[src/rtl/framed_shift_register.sv]
// WIDTH-bit serial/parallel shift register with selectable shift direction,
// a per-frame bit counter and a one-cycle frame-complete strobe.
module framed_shift_register #(
    parameter int unsigned     WIDTH       = 8,
    parameter logic [WIDTH-1:0] RESET_VALUE = {WIDTH{1'b0}},
    localparam int unsigned    CNTW        = $clog2(WIDTH + 1)
) (
    input  logic             clk,
    input  logic             resetN,
    input  logic             peripheralClkEdge,
    input  logic             parallelLoad,
    input  logic [WIDTH-1:0] parallelDataIn,
    input  logic             serialDataIn,
    input  logic             msbFirst,
    output logic [WIDTH-1:0] parallelDataOut,
    output logic             serialDataOut,
    output logic [CNTW-1:0]  bitCount,
    output logic             frameDone
);

    localparam logic [CNTW-1:0] LAST_BIT = CNTW'(WIDTH - 1);

    logic [WIDTH-1:0] shreg_q, shreg_d;
    logic [CNTW-1:0]  cnt_q,   cnt_d;
    logic             done_q,  done_d;

    // Next-state: load beats shift; the strobe is only raised by the frame-closing shift.
    always_comb begin
        shreg_d = shreg_q;
        cnt_d   = cnt_q;
        done_d  = 1'b0;
        if (parallelLoad) begin
            shreg_d = parallelDataIn;
            cnt_d   = '0;
        end else if (peripheralClkEdge) begin
            if (msbFirst) begin
                shreg_d = {shreg_q[WIDTH-2:0], serialDataIn};
            end else begin
                shreg_d = {serialDataIn, shreg_q[WIDTH-1:1]};
            end
            if (cnt_q == LAST_BIT) begin
                cnt_d  = '0;
                done_d = 1'b1;
            end else begin
                cnt_d = cnt_q + CNTW'(1);
            end
        end
    end

    // State registers with synchronous active-low reset.
    always_ff @(posedge clk) begin
        if (!resetN) begin
            shreg_q <= RESET_VALUE;
            cnt_q   <= '0;
            done_q  <= 1'b0;
        end else begin
            shreg_q <= shreg_d;
            cnt_q   <= cnt_d;
            done_q  <= done_d;
        end
    end

    // Outgoing bit follows msbFirst immediately, even mid-frame.
    always_comb begin
        serialDataOut = msbFirst ? shreg_q[WIDTH-1] : shreg_q[0];
    end

    assign parallelDataOut = shreg_q;
    assign bitCount        = cnt_q;
    assign frameDone       = done_q;

endmodule
[config.mk]
export PLATFORM = sky130hd
export DESIGN_NAME = framed_shift_register
export DESIGN_NICKNAME = d
export VERILOG_FILES = /design/src/rtl/framed_shift_register.sv
export SDC_FILE = /design/constraint.sdc
export NUM_CORES = 1
export LEC_CHECK = 0
export ABC_CLOCK_PERIOD_IN_PS = 1400
export BUFFER_PORTS_ARGS = -buffer_cell sky130_fd_sc_hd__buf_2
export CORE_ASPECT_RATIO = 1.2
export CORE_MARGIN = 5
export CORE_UTILIZATION = 25
export DETAILED_ROUTE_END_ITERATION = 7
export GPL_TIMING_DRIVEN = 1
export MAX_ROUTING_LAYER = met4
export SLEW_MARGIN = 20
export SYNTH_ARGS = -nofsm -noshare
export SYNTH_HDL_FRONTEND = slang
export SYNTH_SLANG_ARGS = --single-unit
[constraint.sdc]
create_clock -name clk -period 1.4 [get_ports clk]
set_input_delay 0.07 -clock clk [delete_from_list [all_inputs] [get_ports clk]]
set_output_delay 0.07 -clock clk [all_outputs]
set_load 0.01 [all_outputs]
Word-level counts from Yosys, hierarchy flattened
Index checks and enable logic that the tools add are counted. W data, S select, Z words.

Register bits: 13. Bits in latches: 0. Memory bits (writable): 0. Bits in read-only memories: 0. Output and inout port bits: 14. Logic and storage cells: 16. Memories kept: 0.

$add $sub $neg: 1. $mul: 0. Divide/modulo/power cells: 0. Magnitude comparators: 0. Equality and inequality tests: 1. Shift operators: 0. Muxes and demuxes: 6. Bitwise gates (word level): 2. Reduce and logical (&&, ||, !) cells: 3.

Operators by type and width (count): $mux W8 (3); $add A4 B1 Y4 const B (1); $eq A4 B3 Y1 const B (1); $mux W4 (1); $reduce_or A3 Y1 (1); $mux W1 (2); $not A1 Y1 (2); $reduce_bool A2 Y1 (1); $reduce_or A2 Y1 (1).

Depth between registers and ports, before layout
Gate-level depths: netlist of run 1.

Depth in word-level cells: 3. Mapped depth: 3. Depth with buffers taken out: 3.

Worst setup path after synthesis of run 1
No wires, ideal clock.

Path kind: register -> register. Start: register cnt_q[0] (netlist: bitCount[0]). End: register cnt_q[3] (netlist: bitCount[3]). Arrival time: 1150 ps. Setup slack: 178 ps. Cell stages (with the launch flop): 4. Path buffers: 0. Clock period less this slack: 1222 ps. Cell sequence: dfxtp_1 -> ha_1 -> or4b_1 -> mux2i_1.

Word-level cells in the longest chain between the ends: 2. Elaborated cells on any way between the ends: 3. Classes of those cells: 1 x add/sub; 1 x eq/ne; 1 x mux.

Ends and longest elaborated chain: from (decl) (RTL line 24) `logic [CNTW-1:0] cnt_q, cnt_d;`; from (signal assigned) (RTL line 58) `cnt_q <= cnt_d;`; $add A4 B1 Y4 or $eq A4 B3 Y1 (tied branches) (RTL line 45, 41); $mux W4 * (RTL line 41) `if (cnt_q == LAST_BIT) begin`.

Every way passes the cells marked *; elsewhere a longest branch is shown, timed or not. A chain may end at the register's enable or synchronous reset.

Worst setup path after layout of run 1
Same ends and word-level chain as after synthesis.

==> impl_metrics.xml, run 1 <==
<?xml version="1.0" encoding="UTF-8"?>
<metrics>
  <group name="clock_tree">
    <metric name="cts-htree-levels" unit="">1</metric>
    <metric name="cts-resized-gates" unit="">0</metric>
    <metric name="cts_tree" unit="">yes</metric>
    <metric name="clock_sinks" unit="">13</metric>
    <metric name="cts_post_setup_buffers_inserted" unit="">0</metric>
    <metric name="clk_path_buf_depth" unit="">2</metric>
    <metric name="insertion_delay" unit="ns">0.27</metric>
    <metric name="clockRootBuffer" unit="">clkbuf_4</metric>
    <metric name="cts.reportedPaths.clkPinSlew" unit="ns">0.08</metric>
    <metric name="cts.hold.buffers_added" unit="">0</metric>
    <metric name="num_cts_buffers" unit="">3</metric>
  </group>
  <group name="floorplan">
    <metric name="floorplan.die.width" unit="µm">57.7</metric>
    <metric name="placement_rows" unit="">20</metric>
    <metric name="fp.dieH" unit="µm">67.2</metric>
    <metric name="area_of_the_core" unit="mm²">0.00258</metric>
    <metric name="floorplan.initialDensity" unit="">0.265</metric>
    <metric name="boundaryPins" unit="">28</metric>
    <metric name="die_area" unit="mm²">0.00388</metric>
  </group>
  <group name="routing">
    <metric name="remaining_drcs" unit="">0</metric>
    <metric name="postRouteWirelength" unit="mm">1.81</metric>
    <metric name="vias_per_cell" unit="">5.03</metric>
    <metric name="initialDrtViolationCount" unit="">14</metric>
    <metric name="first_pass_iters" unit="">4</metric>
    <metric name="drt-wirelength-per-cell" unit="µm">14.3</metric>
    <metric name="detail-route-antenna-nets" unit="">0</metric>
    <metric name="routed-via-count" unit="">634</metric>
  </group>
  <group name="placement">
    <metric name="placedInstanceArea" unit="µm²">826</metric>
    <metric name="place_hpwl" unit="mm">1.31</metric>
    <metric name="placed_cells" unit="">122</metric>
    <metric name="place_congestion" unit="">0.799</metric>
    <metric name="numPortBuffers" unit="">27</metric>
    <metric name="place_worst_setup_slack" unit="ns">0.159</metric>
  </group>
  <group name="sta">
    <metric name="finalSetupTns" unit="ns">0</metric>
    <metric name="fin_crit" unit="ns">1.26</metric>
    <metric name="layout_worst_path_cycle_share" unit="">0.902</metric>
    <metric name="grt_setup_unrepaired" unit="">false</metric>
    <metric name="post-route-worst-setup-slack" unit="ns">0.138</metric>
    <metric name="fmaxAchievable" unit="MHz">792</metric>
    <metric name="worst-slew-pin-transition" unit="ns">0.481</metric>
    <metric name="final-hold-violation-count" unit="">0</metric>
    <metric name="final.setup_skew" unit="ns">0.00163</metric>
    <metric name="final-setup-viol-count" unit="">0</metric>
    <metric name="worst_relative_slew_slack" unit="">0.679</metric>
    <metric name="finalMaxSlewViolations" unit="">0</metric>
  </group>
  <group name="setup_path">
    <metric name="worstSetupStartpointType" unit="">flip-flop</metric>
    <metric name="critical_path_class" unit="">flip-flop to flip-flop</metric>
    <metric name="regToRegSetupSlack" unit="ns">0.14</metric>
    <metric name="path_cells" unit="">ha_1 -&gt; or4b_1 -&gt; mux2i_1</metric>
    <metric name="worstPathMaxFanout" unit="">4</metric>
    <metric name="cpLargestDelayFamily" unit="">simple AND/OR/NAND/NOR gates</metric>
    <metric name="timing.rr.end" unit="">bitCount[3]</metric>
    <metric name="cell_with_the_biggest_individual_delay_on_the_critical_path" unit="">or4b_1</metric>
    <metric name="critical-path-max-stage-delay" unit="ns">0.46</metric>
    <metric name="worst_path_arrival" unit="ns">1.47</metric>
    <metric name="worst-endpoint-required" unit="ns">1.61</metric>
    <metric name="worstRegToRegCells" unit="">3</metric>
    <metric name="reg2reg_start" unit="">bitCount[0]</metric>
    <metric name="end_kind" unit="">flip-flop</metric>
    <metric name="buffers_inverters_on_critical_path" unit="">0</metric>
  </group>
  <group name="synth">
    <metric name="synth_area" unit="µm²">682</metric>
    <metric name="synth.distinct_cells" unit="">20</metric>
    <metric name="synthesis.yosys.warnings" unit="">0</metric>
    <metric name="cell_count_after_synthesis" unit="">67</metric>
    <metric name="synth_sequential_area_ratio" unit="">0.382</metric>
    <metric name="postSynthNetCount" unit="">82</metric>
    <metric name="postSynthAreaPerCell" unit="µm²">10.2</metric>
    <metric name="ys_ff_latch" unit="">13</metric>
  </group>
  <group name="min_path">
    <metric name="worstHoldEndpoint" unit="">parallelDataOut[3]</metric>
    <metric name="min_path_cells" unit="">3</metric>
    <metric name="origin_of_the_worst_min_delay_path" unit="">parallelDataIn[3]</metric>
    <metric name="worst_hold_path_type" unit="">input pin to flip-flop</metric>
  </group>
  <group name="power_and_ir_drop">
    <metric name="power.total" unit="µW">770</metric>
    <metric name="power.static_leakage" unit="nW">0.391</metric>
    <metric name="worst_ir_drop_vdd" unit="mV">0.356</metric>
    <metric name="power_density" unit="mW/mm²">904</metric>
  </group>
  <group name="final_layout">
    <metric name="layout.nets" unit="">109</metric>
    <metric name="post_layout_nonfiller_instances" unit="">126</metric>
    <metric name="layout-drive-gt1-share" unit="">0.333</metric>
    <metric name="multi_input_area" unit="µm²">389</metric>
    <metric name="ff_latch_area" unit="µm²">260</metric>
    <metric name="antenna-diode-count" unit="">0</metric>
    <metric name="finish.instance_area" unit="µm²">852</metric>
    <metric name="layout-area-overhead-vs-synth" unit="%">25.0</metric>
    <metric name="final.fill_count" unit="">283</metric>
  </group>
  <group name="flow_run">
    <metric name="maxCapViolations" unit="">0</metric>
  </group>
  <group name="status">
    <metric name="run_status" unit="">completed</metric>
  </group>
  <group name="grt">
    <metric name="antenna_found_initial" unit="">0</metric>
    <metric name="grtUsageTotal" unit="">0.0994</metric>
    <metric name="grt_max_degree" unit="">16</metric>
    <metric name="grt_pass1_vias" unit="">596</metric>
    <metric name="grt_pass1_wl" unit="mm">2.88</metric>
    <metric name="global_route.overflow_total" unit="">0</metric>
  </group>
</metrics>
through the flow:
step	util	hold slack, ns
final	0.331	0.0255
after global routing	0.331	0.0246
after CTS	0.331	0.0193
after detailed placement	0.320	0.308
after global placement	0.320	0.300
after floorplan	-	0.210
layer usage:
layer  GRT usage  share of wire
met5           -              0
met1       0.119           0.46
met2       0.144           0.42
met3      0.0440           0.10
met4      0.0435          0.016
power by group:
part | leakage [nW] | total, mW | internal [mW] | switching (mW)
sequential | 0.107 | 0.406 | 0.387 | 0.0184
combinational | 0.269 | 0.130 | 0.0612 | 0.0688
clock | 0.0150 | 0.235 | 0.110 | 0.124
placed cells by master (no fill, tap or decap):
master    count
or4b_1        1
a21oi_1       1
nand2b_1      9
nand4b_1      1
nand3b_4      1
nand3b_1      2
nand4_1       1
buf_2        27
clkbuf_1      1
nand3_1       8
nor3b_1       1
ha_1          1
o221ai_1      8
mux2i_1      10
a21bo_1       1
nor2_1        2
mux2_1        1
dfxtp_1      13
xnor2_1       1
clkbuf_4      3
tightest hold or removal path, delay by kind of cell:
kind                   cells  cell delay, ns
AOI/OAI and AO/OA          1            0.06
buffers and inverters      1            0.08
and+or+nand+nor            1            0.05
worst max path at each step:
stage / from / end / slack [ns] / depth (start not counted)
after global placement: bitCount[0] / bitCount[3] / 0.21 / 3
after CTS: bitCount[0] / bitCount[3] / 0.14 / 3
after floorplan: bitCount[0] / bitCount[3] / 0.18 / 3
after global routing: bitCount[0] / bitCount[3] / 0.11 / 3
final: bitCount[0] / bitCount[3] / 0.14 / 3
after detailed placement: bitCount[0] / bitCount[3] / 0.16 / 3
state kept, by name, summed over array words and instances (netlist names):
| name | count |
|---|---|
| frameDone | 1 |
| parallelDataOut | 8 |
| bitCount | 4 |
cell families after synthesis:
logic type | after synthesis | share of synthesized area
buffers and inverters | 5 | 0.0477
AO/OA/AOI/OAI | 10 | 0.125
AND/OR/NAND/NOR | 26 | 0.251
adder cells (fa/ha/maj) | 1 | 0.0183
flip-flops | 13 | 0.382
multiplexers | 11 | 0.163
XOR/XNOR | 1 | 0.0128
cells in the mapped netlist:
cell / instances / area (µm²)
nand4_1: 1 / 6.26
nand3b_1: 2 / 15.0
nand4b_1: 1 / 8.76
nor3b_1: 1 / 7.51
o221ai_1: 8 / 70.1
nand3b_4: 1 / 20.0
dfxtp_1: 13 / 260
a21bo_1: 1 / 10.0
mux2_1: 1 / 11.3
buf_4: 2 / 15.0
nor2_1: 2 / 7.51
ha_1: 1 / 12.5
buf_2: 2 / 10.0
or4b_1: 1 / 10.0
clkbuf_4: 1 / 7.51
nand2b_1: 9 / 56.3
a21oi_1: 1 / 5.00
xnor2_1: 1 / 8.76
nand3_1: 8 / 40.0
mux2i_1: 10 / 100
layout make-up:
type,instances,share of cell area
multi-input combinational,49,0.457
sequential,13,0.305
timing repair buffer,27,0.159
tap,33,0.0485
clock buffer,4,0.0308
Note: power is estimated with default switching activity, not from simulation.
==> inputs of run 2 (changes only) <==
- ABC_CLOCK_PERIOD_IN_PS: 1400 -> not set
- CTS_BUF_LIST: not set -> sky130_fd_sc_hd__clkbuf_4
==> impl_metrics.xml, run 2 (synthesized netlist as in run 1, its figures left out) <==
<?xml version="1.0" encoding="UTF-8"?>
<metrics>
  <group name="status">
    <metric name="run_status" unit="">completed</metric>
  </group>
  <group name="placement">
    <metric name="place_hpwl" unit="mm">1.31</metric>
    <metric name="numPortBuffers" unit="">27</metric>
    <metric name="placedInstanceArea" unit="µm²">826</metric>
    <metric name="place_congestion" unit="">0.799</metric>
  </group>
  <group name="clock_tree">
    <metric name="cts-htree-levels" unit="">1</metric>
    <metric name="cts-resized-gates" unit="">0</metric>
    <metric name="num_cts_buffers" unit="">3</metric>
    <metric name="cts_tree" unit="">yes</metric>
    <metric name="clockRootBuffer" unit="">clkbuf_4</metric>
    <metric name="clock_sinks" unit="">13</metric>
    <metric name="clk_path_buf_depth" unit="">2</metric>
    <metric name="insertion_delay" unit="ns">0.27</metric>
    <metric name="cts.reportedPaths.clkPinSlew" unit="ns">0.08</metric>
    <metric name="cts_post_setup_buffers_inserted" unit="">0</metric>
    <metric name="cts.hold.buffers_added" unit="">0</metric>
  </group>
  <group name="final_layout">
    <metric name="highest_count_cells_in_the_layout_ignoring_fill_and_taps" unit="">buf_2, dfxtp_1, mux2i_1</metric>
    <metric name="final.fill_count" unit="">278</metric>
    <metric name="finish.instance_area" unit="µm²">856</metric>
    <metric name="layout.nets" unit="">109</metric>
    <metric name="layout-drive-gt1-share" unit="">0.344</metric>
    <metric name="antenna-diode-count" unit="">0</metric>
    <metric name="mostFrequentLayoutCell" unit="">buf_2</metric>
    <metric name="layout-area-overhead-vs-synth" unit="%">25.5</metric>
    <metric name="largest_register_ffs" unit="">8</metric>
  </group>
  <group name="setup_path">
    <metric name="worst_setup_path_startpoint" unit="">bitCount[0]</metric>
    <metric name="worstSetupStartpointType" unit="">flip-flop</metric>
    <metric name="reg2reg_start" unit="">bitCount[0]</metric>
    <metric name="critical_path_class" unit="">flip-flop to flip-flop</metric>
    <metric name="worst-endpoint-required" unit="ns">1.61</metric>
    <metric name="worst_path_arrival" unit="ns">1.46</metric>
    <metric name="worstPathMaxFanout" unit="">4</metric>
    <metric name="end_kind" unit="">flip-flop</metric>
  </group>
  <group name="routing">
    <metric name="detail-route-antenna-nets" unit="">0</metric>
    <metric name="initialDrtViolationCount" unit="">15</metric>
    <metric name="routed-via-count" unit="">633</metric>
    <metric name="first_pass_iters" unit="">4</metric>
    <metric name="vias_per_cell" unit="">5.02</metric>
    <metric name="postRouteWirelength" unit="mm">1.78</metric>
    <metric name="remaining_drcs" unit="">0</metric>
    <metric name="drt-wirelength-per-cell" unit="µm">14.1</metric>
  </group>
  <group name="sta">
    <metric name="grt_setup_unrepaired" unit="">false</metric>
    <metric name="worst_relative_slew_slack" unit="">0.675</metric>
    <metric name="worst-slew-pin-transition" unit="ns">0.488</metric>
    <metric name="final-setup-viol-count" unit="">0</metric>
    <metric name="final.setup_skew" unit="ns">0.00167</metric>
    <metric name="finalSetupTns" unit="ns">0</metric>
    <metric name="fmaxAchievable" unit="MHz">796</metric>
    <metric name="final-hold-violation-count" unit="">0</metric>
    <metric name="fin_crit" unit="ns">1.26</metric>
    <metric name="finalMaxSlewViolations" unit="">0</metric>
    <metric name="layout_worst_path_cycle_share" unit="">0.898</metric>
  </group>
  <group name="power_and_ir_drop">
    <metric name="worst_ir_drop_vdd" unit="mV">0.356</metric>
    <metric name="power.static_leakage" unit="nW">0.394</metric>
    <metric name="power_density" unit="mW/mm²">922</metric>
  </group>
  <group name="floorplan">
    <metric name="die_area" unit="mm²">0.00388</metric>
    <metric name="area_of_the_core" unit="mm²">0.00258</metric>
    <metric name="placement_rows" unit="">20</metric>
    <metric name="floorplan.initialDensity" unit="">0.265</metric>
    <metric name="fp.dieH" unit="µm">67.2</metric>
    <metric name="boundaryPins" unit="">28</metric>
    <metric name="floorplan.die.width" unit="µm">57.7</metric>
  </group>
  <group name="grt">
    <metric name="global_route.overflow_total" unit="">0</metric>
    <metric name="antenna_found_initial" unit="">0</metric>
    <metric name="grt_pass1_wl" unit="mm">2.86</metric>
    <metric name="grt_pass1_vias" unit="">598</metric>
    <metric name="grtUsageTotal" unit="">0.0986</metric>
    <metric name="grt_max_degree" unit="">16</metric>
  </group>
  <group name="min_path">
    <metric name="worst_hold_path_type" unit="">input pin to flip-flop</metric>
    <metric name="origin_of_the_worst_min_delay_path" unit="">parallelDataIn[3]</metric>
  </group>
  <group name="flow_run">
    <metric name="maxCapViolations" unit="">0</metric>
  </group>
</metrics>
==> run 2: cell count changes in the layout (fill, tap and decap cells not counted) <==
cell,delta
clkbuf_4,+1
clkbuf_1,-1
==> run 2: power by group <==
group          switching, mW  internal, mW
Sequential            0.0183         0.387
Combinational         0.0683        0.0611
Clock                  0.125         0.130
Total                  0.211         0.578
==> run 2: stage by stage <==
step | hold WS (ns) | util | power, mW | cells | worst slack, ns
after detailed placement | 0.308 | 0.320 | 0.545 | 122 | 0.159
after global routing | 0.0229 | 0.332 | 0.838 | 126 | 0.114
after floorplan | 0.210 | - | 0.495 | 67 | 0.178
after CTS | 0.0194 | 0.332 | 0.800 | 126 | 0.143
final | 0.0250 | 0.332 | 0.789 | 126 | 0.143
after global placement | 0.300 | 0.320 | 0.542 | 122 | 0.207
==> run 2: critical path, stage by stage (launching register included) <==
cell,delay [ns]
dfxtp_1,0.35
ha_1,0.25
or4b_1,0.46
mux2i_1,0.13
==> run 2: layout make-up <==
cell class / count / area, µm² / area share
Clock buffer: 4 / 30.0 / 0.0351
Multi-Input combinational cell: 49 / 389 / 0.455
Timing Repair Buffer: 27 / 135 / 0.158
Sequential cell: 13 / 260 / 0.304
Tap cell: 33 / 41.3 / 0.0482
==> run 2: path summary, 6_finish.rpt <==
path | to | slack, ns | cells after the start
max reg2reg | bitCount[3] | 0.14 | 3
max | bitCount[3] | 0.14 | 3
min | parallelDataOut[3] | 0.03 | 3
min reg2reg | bitCount[3] | 0.53 | 2
==> run 2: layer usage <==
layer / track usage / vias up / wire length [µm]
li1: - / 306 / -
met1: 0.117 / 299 / 802
met2: 0.143 / 26 / 775
met3: 0.0440 / 2 / 189
met4: 0.0435 / 0 / 12
met5: - / - / 0
==> inputs of run 3 (changes only) <==
- clock period: 1.4 -> 1.41 ns (I/O delays scaled with it)
==> impl_metrics.xml, run 3 (synthesized netlist as in run 1, its figures left out) <==
<?xml version="1.0" encoding="UTF-8"?>
<metrics>
  <group name="setup_path">
    <metric name="worstPathMaxFanout" unit="">4</metric>
    <metric name="worst-endpoint-required" unit="ns">1.62</metric>
    <metric name="end_kind" unit="">flip-flop</metric>
    <metric name="worst_path_arrival" unit="ns">1.47</metric>
    <metric name="critical_path_class" unit="">flip-flop to flip-flop</metric>
    <metric name="worstSetupStartpointType" unit="">flip-flop</metric>
  </group>
  <group name="floorplan">
    <metric name="placement_rows" unit="">20</metric>
    <metric name="floorplan.die.width" unit="µm">57.7</metric>
    <metric name="area_of_the_core" unit="mm²">0.00258</metric>
    <metric name="floorplan.initialDensity" unit="">0.265</metric>
    <metric name="fp.dieH" unit="µm">67.2</metric>
    <metric name="die_area" unit="mm²">0.00388</metric>
    <metric name="boundaryPins" unit="">28</metric>
  </group>
  <group name="final_layout">
    <metric name="antenna-diode-count" unit="">0</metric>
    <metric name="highest_count_cells_in_the_layout_ignoring_fill_and_taps" unit="">buf_2, dfxtp_1, mux2i_1</metric>
    <metric name="largest_register_ffs" unit="">8</metric>
    <metric name="mostFrequentLayoutCell" unit="">buf_2</metric>
    <metric name="layout-area-overhead-vs-synth" unit="%">25.5</metric>
    <metric name="post_layout_nonfiller_instances" unit="">126</metric>
    <metric name="layout.nets" unit="">109</metric>
    <metric name="layout-drive-gt1-share" unit="">0.344</metric>
  </group>
  <group name="routing">
    <metric name="first_pass_iters" unit="">4</metric>
    <metric name="postRouteWirelength" unit="mm">1.70</metric>
    <metric name="initialDrtViolationCount" unit="">6</metric>
    <metric name="detail-route-antenna-nets" unit="">0</metric>
    <metric name="vias_per_cell" unit="">4.98</metric>
    <metric name="remaining_drcs" unit="">0</metric>
    <metric name="drt-wirelength-per-cell" unit="µm">13.5</metric>
    <metric name="routed-via-count" unit="">627</metric>
  </group>
  <group name="grt">
    <metric name="grtUsageTotal" unit="">0.0949</metric>
    <metric name="grt_pass1_vias" unit="">581</metric>
    <metric name="antenna_found_initial" unit="">0</metric>
    <metric name="grt_pass1_wl" unit="mm">2.84</metric>
    <metric name="global_route.overflow_total" unit="">0</metric>
    <metric name="grt_max_degree" unit="">16</metric>
  </group>
  <group name="sta">
    <metric name="layout_worst_path_cycle_share" unit="">0.893</metric>
    <metric name="final.setup_skew" unit="ns">0.00115</metric>
    <metric name="finalMaxSlewViolations" unit="">0</metric>
    <metric name="final-setup-viol-count" unit="">0</metric>
    <metric name="worst-slew-pin-transition" unit="ns">0.466</metric>
    <metric name="finalSetupTns" unit="ns">0</metric>
    <metric name="final-hold-violation-count" unit="">0</metric>
    <metric name="worst_relative_slew_slack" unit="">0.689</metric>
    <metric name="fmaxAchievable" unit="MHz">794</metric>
    <metric name="grt_setup_unrepaired" unit="">false</metric>
    <metric name="fin_crit" unit="ns">1.26</metric>
  </group>
  <group name="placement">
    <metric name="place_congestion" unit="">0.799</metric>
    <metric name="numPortBuffers" unit="">27</metric>
    <metric name="placed_cells" unit="">122</metric>
    <metric name="place_hpwl" unit="mm">1.29</metric>
  </group>
  <group name="power_and_ir_drop">
    <metric name="worst_ir_drop_vdd" unit="mV">0.392</metric>
    <metric name="power.static_leakage" unit="nW">0.394</metric>
    <metric name="power.total" unit="µW">783</metric>
    <metric name="power_density" unit="mW/mm²">915</metric>
  </group>
  <group name="clock_tree">
    <metric name="insertion_delay" unit="ns">0.27</metric>
    <metric name="cts.hold.buffers_added" unit="">0</metric>
    <metric name="cts-htree-levels" unit="">1</metric>
    <metric name="cts-resized-gates" unit="">0</metric>
    <metric name="cts.reportedPaths.clkPinSlew" unit="ns">0.08</metric>
    <metric name="clockRootBuffer" unit="">clkbuf_4</metric>
    <metric name="clock_sinks" unit="">13</metric>
    <metric name="cts_post_setup_buffers_inserted" unit="">0</metric>
    <metric name="cts_tree" unit="">yes</metric>
    <metric name="clk_path_buf_depth" unit="">2</metric>
    <metric name="num_cts_buffers" unit="">3</metric>
  </group>
  <group name="status">
    <metric name="run_status" unit="">completed</metric>
  </group>
  <group name="flow_run">
    <metric name="maxCapViolations" unit="">0</metric>
  </group>
  <group name="min_path">
    <metric name="worst_hold_path_type" unit="">input pin to flip-flop</metric>
  </group>
</metrics>
-- run 3: cell counts in the layout (fill, tap and decap cells not counted) --
Identical to the previous run, type by type.
-- run 3: per-stage QoR --
step / hold slack (ns) / util / setup slack, ns / area [µm²]
global placement: 0.301 / 0.320 / 0.217 / 826
CTS: 0.0219 / 0.332 / 0.143 / 856
detailed placement: 0.309 / 0.320 / 0.167 / 826
finish: 0.0229 / 0.332 / 0.150 / 856
floorplan: 0.210 / - / 0.188 / 682
global route: 0.0296 / 0.332 / 0.0717 / 856
-- run 3: final timing paths --
check	startpoint	to	slack, ns	cells past startpoint
max	bitCount[0]	bitCount[3]	0.15	3
min	parallelDataIn[3]	parallelDataOut[3]	0.02	3
max reg2reg	bitCount[0]	bitCount[3]	0.15	3
min reg2reg	bitCount[3]	bitCount[3]	0.52	2
-- run 3: where the power goes --
group | switching (mW) | internal [mW] | total [mW]
combinational | 0.0670 | 0.0607 | 0.128
clock | 0.124 | 0.129 | 0.253
sequential | 0.0183 | 0.384 | 0.403
-- run 3: routing by layer --
layer	up-vias	GRT usage	part of all wire
met5	-	-	0
met4	0	0.0348	0
met3	0	0.0325	0.12
met2	32	0.140	0.42
met1	286	0.120	0.46
li1	309	-	-
-- run 3: final cells by class --
cell class,instances,area (µm²)
Sequential cell,13,260
Multi-Input combinational cell,49,389
Tap cell,33,41.3
Fill cell,268,1720
Clock buffer,4,30.0
Timing Repair Buffer,27,135
-- run 3: critical path: stages, from the launching register on --
cell	delay (ns)
dfxtp_1	0.36
ha_1	0.25
or4b_1	0.47
mux2i_1	0.12
